<file path="src/rtl/ring_decoder_if.sv">
// Ring link bundle between the one-hot ring source and its decoder.
// The master side drives the sampled ring word; the slave side reports decode and lock status.
interface ring_decoder_if #(
    parameter int WIDTH = 4,
    parameter int ERR_W = 8
);
    localparam int IW = $clog2(WIDTH);

    logic [WIDTH-1:0] ring_in;
    logic             ring_vld;
    logic [IW-1:0]    idx;
    logic             idx_vld;
    logic             onehot_err;
    logic             seq_err;
    logic             wrap;
    logic             locked;
    logic [ERR_W-1:0] err_count;

    modport master (
        output ring_in,
        output ring_vld,
        input  idx,
        input  idx_vld,
        input  onehot_err,
        input  seq_err,
        input  wrap,
        input  locked,
        input  err_count
    );

    modport slave (
        input  ring_in,
        input  ring_vld,
        output idx,
        output idx_vld,
        output onehot_err,
        output seq_err,
        output wrap,
        output locked,
        output err_count
    );
endinterface

</file>
<file path="src/rtl/ring_decoder.sv">
// Receive side of the one-hot ring link: decodes each sample to an index and
// tracks rotate-left succession with a HUNT/LOCKED synchroniser.
module ring_decoder #(
    parameter int WIDTH    = 4,
    parameter int LOCK_CNT = 3,
    parameter int LOSS_CNT = 2,
    parameter int ERR_W    = 8
) (
    input  logic         clk,
    input  logic         reset,
    ring_decoder_if.slave bus
);
    localparam int IW = $clog2(WIDTH);
    localparam int CW = $clog2(WIDTH + 1);
    localparam int GW = $clog2(LOCK_CNT + 1);
    localparam int MW = $clog2(LOSS_CNT + 1);

    localparam logic [IW-1:0] LAST     = IW'(WIDTH - 1);
    localparam logic [GW-1:0] GOOD_TGT = GW'(LOCK_CNT);
    localparam logic [MW-1:0] MISS_TGT = MW'(LOSS_CNT);

    typedef enum logic {
        HUNT,
        LOCKED
    } state_t;

    state_t           state_q;
    state_t           state_d;
    logic [IW-1:0]    ref_q;
    logic [IW-1:0]    ref_d;
    logic             ref_vld_q;
    logic             ref_vld_d;
    logic [GW-1:0]    good_q;
    logic [GW-1:0]    good_d;
    logic [IW-1:0]    exp_q;
    logic [IW-1:0]    exp_d;
    logic [MW-1:0]    miss_q;
    logic [MW-1:0]    miss_d;
    logic [IW-1:0]    idx_q;
    logic [IW-1:0]    idx_d;
    logic             idx_vld_q;
    logic             idx_vld_d;
    logic             oh_err_q;
    logic             oh_err_d;
    logic             seq_err_q;
    logic             seq_err_d;
    logic             wrap_q;
    logic             wrap_d;
    logic [ERR_W-1:0] err_q;
    logic [ERR_W-1:0] err_d;

    logic [CW-1:0]    ones;
    logic [IW-1:0]    pos;
    logic             legal;

    function automatic logic [IW-1:0] succ(input logic [IW-1:0] i);
        return (i == LAST) ? '0 : i + IW'(1);
    endfunction

    // Population count and bit position of the sampled word.
    always_comb begin
        ones = '0;
        pos  = '0;
        for (int i = 0; i < WIDTH; i++) begin
            if (bus.ring_in[i]) begin
                ones = ones + CW'(1);
                pos  = IW'(i);
            end
        end
    end

    assign legal = (ones == CW'(1));

    // Synchroniser next state, decode outputs and error accounting.
    always_comb begin
        state_d   = state_q;
        ref_d     = ref_q;
        ref_vld_d = ref_vld_q;
        good_d    = good_q;
        exp_d     = exp_q;
        miss_d    = miss_q;
        idx_d     = idx_q;
        err_d     = err_q;
        idx_vld_d = 1'b0;
        oh_err_d  = 1'b0;
        seq_err_d = 1'b0;
        wrap_d    = 1'b0;

        if (bus.ring_vld) begin
            idx_vld_d = legal;
            oh_err_d  = !legal;
            if (legal) begin
                idx_d = pos;
            end

            unique case (state_q)
                HUNT: begin
                    if (!legal) begin
                        ref_vld_d = 1'b0;
                        good_d    = '0;
                    end else if (ref_vld_q && pos == succ(ref_q)) begin
                        ref_d  = pos;
                        wrap_d = (pos == '0);
                        if (good_q + GW'(1) == GOOD_TGT) begin
                            state_d = LOCKED;
                            good_d  = '0;
                            miss_d  = '0;
                            exp_d   = succ(pos);
                        end else begin
                            good_d = good_q + GW'(1);
                        end
                    end else begin
                        // Any legal non-successor restarts the hunt from here.
                        ref_d     = pos;
                        ref_vld_d = 1'b1;
                        good_d    = '0;
                    end
                end
                LOCKED: begin
                    // Flywheel: the expectation advances on every sample.
                    exp_d = succ(exp_q);
                    if (legal && pos == exp_q) begin
                        miss_d = '0;
                        wrap_d = (pos == '0);
                    end else begin
                        seq_err_d = legal;
                        if (err_q != '1) begin
                            err_d = err_q + ERR_W'(1);
                        end
                        if (miss_q + MW'(1) == MISS_TGT) begin
                            state_d   = HUNT;
                            miss_d    = '0;
                            good_d    = '0;
                            ref_vld_d = legal;
                            ref_d     = legal ? pos : ref_q;
                        end else begin
                            miss_d = miss_q + MW'(1);
                        end
                    end
                end
                default: begin
                    state_d = HUNT;
                end
            endcase
        end
    end

    // State and output registers, cleared asynchronously.
    always_ff @(posedge clk or negedge reset) begin
        if (!reset) begin
            state_q   <= HUNT;
            ref_q     <= '0;
            ref_vld_q <= 1'b0;
            good_q    <= '0;
            exp_q     <= '0;
            miss_q    <= '0;
            idx_q     <= '0;
            idx_vld_q <= 1'b0;
            oh_err_q  <= 1'b0;
            seq_err_q <= 1'b0;
            wrap_q    <= 1'b0;
            err_q     <= '0;
        end else begin
            state_q   <= state_d;
            ref_q     <= ref_d;
            ref_vld_q <= ref_vld_d;
            good_q    <= good_d;
            exp_q     <= exp_d;
            miss_q    <= miss_d;
            idx_q     <= idx_d;
            idx_vld_q <= idx_vld_d;
            oh_err_q  <= oh_err_d;
            seq_err_q <= seq_err_d;
            wrap_q    <= wrap_d;
            err_q     <= err_d;
        end
    end

    assign bus.idx        = idx_q;
    assign bus.idx_vld    = idx_vld_q;
    assign bus.onehot_err = oh_err_q;
    assign bus.seq_err    = seq_err_q;
    assign bus.wrap       = wrap_q;
    assign bus.locked     = (state_q == LOCKED);
    assign bus.err_count  = err_q;
endmodule
</file>
<file path="src/flat_wrapper.sv">
// flat-port wrapper written by rule: the top's interface ports become plain ports
module ring_decoder_flat 
#(
    parameter int WIDTH    = 4,
    parameter int LOCK_CNT = 3,
    parameter int LOSS_CNT = 2,
    parameter int ERR_W    = 8
)
  (clk, reset, bus_ring_in, bus_ring_vld, bus_idx, bus_idx_vld, bus_onehot_err, bus_seq_err, bus_wrap, bus_locked, bus_err_count);
  ring_decoder_if #(.WIDTH(WIDTH), .ERR_W(ERR_W)) bus_i ();
  input  logic clk;
  input  logic reset;
  input wire logic [$bits(bus_i.ring_in)-1:0] bus_ring_in;
  input wire logic [$bits(bus_i.ring_vld)-1:0] bus_ring_vld;
  output wire logic [$bits(bus_i.idx)-1:0] bus_idx;
  output wire logic [$bits(bus_i.idx_vld)-1:0] bus_idx_vld;
  output wire logic [$bits(bus_i.onehot_err)-1:0] bus_onehot_err;
  output wire logic [$bits(bus_i.seq_err)-1:0] bus_seq_err;
  output wire logic [$bits(bus_i.wrap)-1:0] bus_wrap;
  output wire logic [$bits(bus_i.locked)-1:0] bus_locked;
  output wire logic [$bits(bus_i.err_count)-1:0] bus_err_count;
  assign bus_i.ring_in = bus_ring_in;
  assign bus_i.ring_vld = bus_ring_vld;
  assign bus_idx = bus_i.idx;
  assign bus_idx_vld = bus_i.idx_vld;
  assign bus_onehot_err = bus_i.onehot_err;
  assign bus_seq_err = bus_i.seq_err;
  assign bus_wrap = bus_i.wrap;
  assign bus_locked = bus_i.locked;
  assign bus_err_count = bus_i.err_count;
  ring_decoder #(.WIDTH(WIDTH), .LOCK_CNT(LOCK_CNT), .LOSS_CNT(LOSS_CNT), .ERR_W(ERR_W)) u_core (.clk(clk), .reset(reset), .bus(bus_i));
endmodule
</file>
<file path="config.mk">
export PLATFORM = sky130hd
export DESIGN_NAME = ring_decoder_flat
export DESIGN_NICKNAME = d
export VERILOG_FILES = /design/src/rtl/ring_decoder_if.sv /design/src/rtl/ring_decoder.sv /design/src/flat_wrapper.sv
export SDC_FILE = /design/constraint.sdc
export NUM_CORES = 1
export LEC_CHECK = 0
export ABC_AREA = 0
export BUFFER_PORTS_ARGS = -buffer_cell sky130_fd_sc_hd__buf_4
export CORE_ASPECT_RATIO = 1.75
export CORE_MARGIN = 2
export CORE_UTILIZATION = 50
export CTS_CLUSTER_SIZE = 30
export DETAILED_ROUTE_END_ITERATION = 6
export GPL_ROUTABILITY_DRIVEN = 0
export PLACE_DENSITY_LB_ADDON = 0.3
export SYNTH_ARGS = -nofsm -noshare
export SYNTH_HDL_FRONTEND = slang
export SYNTH_SLANG_ARGS = --single-unit
</file>
<file path="constraint.sdc">
create_clock -name clk -period 1.79 [get_ports clk]
set_input_delay 0.358 -clock clk [delete_from_list [all_inputs] [get_ports clk]]
set_output_delay 0.358 -clock clk [all_outputs]
set_load 0.005 [all_outputs]
</file>
## Yosys cells after proc, flatten, opt, wreduce, memory -nomap -nowiden

Index checks and enable logic that the tools add are counted.

| cells by class | value |
|---|---|
| add/sub/neg operators | 9 |
| multiply operators | 0 |
| divide/modulo/power cells | 0 |
| magnitude comparators | 0 |
| equality and inequality tests | 15 |
| shifts and indexed selects | 0 |
| multiplexer cells | 51 |
| bitwise gates (word level) | 2 |
| reduce and logical (&&, ||, !) cells | 9 |

Operators with widths:

| cell | count |
|---|---|
| $mux 2 | 21 |
| $mux 1 | 20 |
| $pmux 2 s2 | 4 |
| $reduce_and 4->1 | 3 |
| $add 2x1->2 const B | 5 |
| $eq 2x2->1 const B | 5 |
| $mux 3 | 3 |
| $add 8x1->8 const B | 1 |
| $ne 8x8->1 const B | 1 |
| $add 3x1->3 const B | 2 |
| $ne 2x1->1 const B | 3 |
| $pmux 1 s2 | 3 |
| $eq 2x2->1 | 2 |
| $ne 2x2->1 const B | 2 |
| $eq 3x1->1 const B | 1 |
| $ne 3x3->1 const B | 1 |
| $reduce_and 3->1 | 1 |
| $add 1x1->2 const B | 1 |
| $logic_and 1x1->1 | 2 |
| $logic_not 2->1 | 1 |
| $not 1->1 | 2 |
| $reduce_and 2->1 | 1 |
| $logic_not 1->1 | 1 |

| word-level totals | value |
|---|---|
| flip-flop bits (word level) | 24 |
| bits in latches | 0 |
| memory bits (writable) | 0 |
| bits in read-only memories | 0 |
| bits of input ports | 7 |
| output and inout bits | 15 |
| logic and storage cells | 98 |
| memories kept | 0 |

## Logic depth before layout (Yosys ltp)

| logic depth | value |
|---|---|
| word-level depth | 12 |
| depth in mapped cells | 11 |
| depth with buffers taken out | 11 |

## Least setup slack after synthesis

No wires, ideal clock.

| timing path | value |
|---|---|
| path type | input port to flip-flop |
| start | input port bus_ring_in[0] |
| end | register u_core.err_q[1] (netlist: u_core.bus.err_count[1]) |
| library setup time | 0.125 ns |
| data arrival time | 2.344 ns |
| required time | 1.665 ns |
| setup slack | -0.679 ns |
| cell stages on the path | 10 |
| buffers on the path | 0 |
| cells stage by stage | inv_1 > ha_1 > xor2_1 > ha_1 > nor4_1 > nor2_1 > a21oi_4 > a21oi_2 > o21ai_1 > mux2_2 |

| between the ends | value |
|---|---|
| longest elaborated chain between the ends | 11 |

Ends and longest elaborated chain:

| what | RTL line | text |
|---|---|---|
| start: declaration | flat_wrapper.sv:13 | `input wire logic [$bits(bus_i.ring_in)-1:0] bus_ring_in;` |
| $mux 1 (*) | ring_decoder.sv:65 | `if (bus.ring_in[i]) begin` |
| $add 1x1->2 | ring_decoder.sv:66 | `ones = ones + CW'(1);` |
| $mux 3 (*) | ring_decoder.sv:65 |  |
| $add 3x1->3 | ring_decoder.sv:66 |  |
| $mux 3 (*) | ring_decoder.sv:65 |  |
| $add 3x1->3 | ring_decoder.sv:66 |  |
| $mux 3 (*) | ring_decoder.sv:65 |  |
| $eq 3x1->1 (*) | ring_decoder.sv:72 | `assign legal = (ones == CW'(1));` |
| $logic_and 1x1->1 (*) | ring_decoder.sv:122 | `if (legal && pos == exp_q) begin` |
| $not 1->1 (no source line) (*) | - |  |
| $reduce_and 4->1 (no source line) (*) | - |  |
| end signal: assignment | ring_decoder.sv:175 | `err_q <= err_d;` |
| end: declaration | ring_decoder.sv:49 | `logic [ERR_W-1:0] err_q;` |

Mark *: on every way between the ends. The rest lies on a longest branch, timed or not.
A chain may end at the register's enable or synchronous reset.

## Worst setup path in the final report

| timing path | value |
|---|---|
| start | input port bus_ring_in[1] |
| end | register u_core.err_q[6] (netlist: u_core.bus.err_count[6]) |

| between the ends | value |
|---|---|
| longest elaborated chain between the ends | 9 |
| elaborated cells between the ends (all ways) | 13 |
| classes of those cells | 2 x add/sub; 2 x eq/ne; 6 x mux; 1 x bitwise; 2 x reduce/logical |

Ends and longest elaborated chain:

| what | RTL line |
|---|---|
| $mux 3 | ring_decoder.sv:65 |
| $add 3x1->3 | ring_decoder.sv:66 |
| $mux 3 | ring_decoder.sv:65 |
| $add 3x1->3 | ring_decoder.sv:66 |
| $mux 3 | ring_decoder.sv:65 |
| $eq 3x1->1 | ring_decoder.sv:72 |
| $logic_and 1x1->1 (*) | ring_decoder.sv:122 |
| $not 1->1 (no source line) (*) | - |
| $reduce_and 4->1 (no source line) (*) | - |

Marked as above.

==> flow_metrics.py <==
metrics = {
    "status": {
        "status": "complete, but fails checks",
        "violations": "negative setup slack",
    },
    "synthesis": {
        "synth_seq_area_share_pct": 43.17,
        "synth_commonest_cells": "dfrtp_1, nand2_1, nor2_1, inv_1, ha_1",
        "ys.flop_type": "dfrtp_1",
        "syn_nets": 153,
        "synthArstFlopShare_pct": 100.0,
        "synthCells": 139,
        "netlist_area_mm2": 0.001391,
        "yosys_warnings": 0,
        "synth-edff-count": 0,
        "synth.largest_area_cell": "dfrtp_1",
        "synthesis.area_per_instance_um2": 10.01,
        "synth-seq-cells": 24,
        "yosysMostFrequentCell": "dfrtp_1",
        "yosys-top-cells-area": "dfrtp_1, ha_1, xor2_1, nand2_1, nor2_1",
        "ys_types": 44,
        "synth.top_cell.area_share_pct": 43.17,
    },
    "floorplan": {
        "die_h_um": 73.79,
        "fp.coreArea_mm2": 0.002690,
        "die_x_um": 43.88,
        "rows": 25,
        "die-area_mm2": 0.003237,
        "initial_core_util_pct": 51.72,
        "ios": 22,
    },
    "drt": {
        "firstDrtPassIters": 4,
        "drt-initial-drc-count": 31,
        "wl_per_cell_um": 16.23,
        "drcViolationCount": 0,
        "ant_nets": 0,
        "routed_wl_um": 3570,
        "vias_per_cell": 5.818,
        "vias": 1280,
    },
    "clock_tree": {
        "cts_root_buf": "clkbuf_8",
        "clk-insertion-delay-late_ps": 260,
        "clockBufferDepth": 2,
        "cts_tree": "yes",
        "clock_sinks": 24,
        "h-tree-depth": 1,
        "path_clk_slew_ps": 80,
        "numCtsBuffers": 3,
    },
    "worst_hold_path": {
        "hold_class": "register to register",
    },
    "final_layout": {
        "nFillCells": 194,
        "multiInputGateArea_um2": 858.3,
        "register_area_um2": 600.6,
        "drive_above_1_share_pct": 43.52,
        "nets": 209,
        "antenna_cells": 0,
        "final_core_util_pct": 74.98,
        "syn_to_final_growth_pct": 44.96,
        "layout.cells.non_filler": 220,
    },
    "sta": {
        "rsz0062_at_grt": "true",
        "holdWs_ps": 488.1,
        "finalSetupViolations": 23,
        "fin_crit_sh_pct": 120.6,
        "clock-skew-final_ps": 3.539,
        "hold_violations": 0,
        "fin_ws_ps": -368.2,
        "slew_violations": 0,
        "relSlewSlack_pct": 54.20,
        "worst_slew_pin_slew_ps": 679.5,
        "min_period_ps": 2158,
        "fmax_mhz": 463.3,
    },
    "pwr": {
        "cellInternalPower_mw": 1.371,
        "sw_frac_of_total_pct": 36.75,
        "power.switching_uw": 797.0,
        "pwr-share-seq_pct": 36.5,
        "clockPowerShare_pct": 14.5,
        "comb_power_share_pct": 49.0,
        "ir_worst_vdd_mv": 1.029,
        "power.density_mw_per_mm2": 1075,
        "p_leak_nw": 0.9763,
    },
    "setup_path": {
        "worstPathArrival_ps": 2310,
        "cp_max_fo": 4,
        "r2r_slack_ps": -190,
        "crit_type": "input pin to register",
        "end_kind": "register",
        "critPathLaunchType": "input pin",
        "worstPathRequired_ps": 1940,
    },
    "grt": {
        "grt_max_degree": 25,
        "antenna_found_initial": 0,
        "grt_pass1_wl_um": 6085,
        "grt_pass1_vias": 1390,
        "track_usage_pct": 25.22,
        "grt.overflow.total": 0,
    },
    "placement": {
        "port_buffers": 21,
        "dp_hpwl_um": 2747,
        "placedCellCount": 215,
    },
    "flow_run": {
        "drv_cap": 0,
    },
}
==> worst max-delay path, cell delays in order <==
cell	delay [ps]
buf_8	90
inv_6	30
ha_4	250
xor2_4	160
ha_4	180
and3_4	150
o2111ai_4	230
a21oi_4	100
buf_6	140
a21oi_4	180
nand4_1	140
mux2_4	320
==> power by group through the flow <==
stage / registers (mW) / logic, mW / clock network (mW)
2_1_floorplan: 0.804 / 0.539 / 0
3_3_place_gp: 0.788 / 0.950 / 0
3_5_place_dp: 0.798 / 1.00 / 0
4_1_cts: 0.790 / 1.04 / 0.317
5_1_grt: 0.813 / 1.17 / 0.335
6_report: 0.791 / 1.06 / 0.315
==> metrics by stage <==
| step | area [µm²] | power, mW | TNS (ps) | setup WS, ps |
|---|---|---|---|---|
| final | 2017 | 2.168 | -6045 | -368.2 |
| after global routing | 2017 | 2.315 | -7434 | -434.5 |
| after global placement | 1872 | 1.738 | -11260 | -611.4 |
| after floorplan | 1474 | 1.342 | -6737 | -471.0 |
| after CTS | 1979 | 2.143 | -6321 | -371.0 |
| after detailed placement | 1872 | 1.799 | -13610 | -710.1 |
==> registers in the layout, indices dropped and copies added (netlist names) <==
register / flops
u_core.bus.err_count: 8
u_core.bus.idx: 2
u_core.exp_q: 2
u_core.good_q: 2
u_core.miss_q: 2
u_core.ref_q: 2
u_core.bus.idx_vld: 1
u_core.bus.locked: 1
u_core.bus.onehot_err: 1
u_core.bus.seq_err: 1
u_core.bus.wrap: 1
u_core.ref_vld_q: 1
==> layout by cell type (no fill, tap or decap), types with 3 or more instances in the layout <==
master / Yosys / routed
xor2_1: 5 / 4
and3_1: 6 / 4
buf_4: 0 / 50
xnor2_1: 3 / 3
a31oi_1: 6 / 5
nand2_1: 11 / 11
dfrtp_1: 24 / 24
a21oi_1: 5 / 3
nor2_1: 11 / 9
ha_1: 7 / 5
nor2b_1: 4 / 4
nor2_2: 1 / 3
o21ai_1: 1 / 3
clkbuf_8: 0 / 3
inv_1: 10 / 8
==> final timing paths <==
check	from	end	cells past startpoint
min in group asynchronous	reset	u_core.bus.err_count[5]	2
max in group asynchronous	reset	u_core.exp_q[0]	2
max reg2reg	u_core.exp_q[0]	u_core.bus.err_count[7]	5
max	bus_ring_in[1]	u_core.bus.err_count[6]	12
min reg2reg	u_core.bus.err_count[5]	u_core.bus.err_count[5]	1
min	u_core.bus.err_count[5]	u_core.bus.err_count[5]	1
==> layer usage <==
metal	track usage, %	up-vias	routed length, µm
met5	0	-	0
met4	12.12	0	112
met3	3.686	13	143
met2	46.73	37	2107
met1	26.62	621	1206
li1	-	609	-
==> repair_timing <==
item,4_1_cts,5_1_grt
endpoints found under the hold margin,24,0
gates resized for setup,11,4
hold buffers,1,0
pin swaps,7,8
setup buffers,1,0
setup endpoints to repair,23,24
==> kinds of logic after synthesis <==
group	share of synthesized area, %
compound gates	18.08
xor+xnor	5.036
fa+ha+maj	6.295
buf+inv	4.856
flops	43.17
mux	2.428
simple gates	20.14
==> layout make-up <==
| type | instances | area share, % |
|---|---|---|
| Clock buffer | 3 | 2.047 |
| Timing Repair Buffer | 54 | 21.15 |
| Tap cell | 27 | 1.675 |
| Inverter | 11 | 2.792 |
| Sequential cell | 24 | 29.78 |
| Multi-Input combinational cell | 101 | 42.56 |
Power figures use the tool's default switching activity.
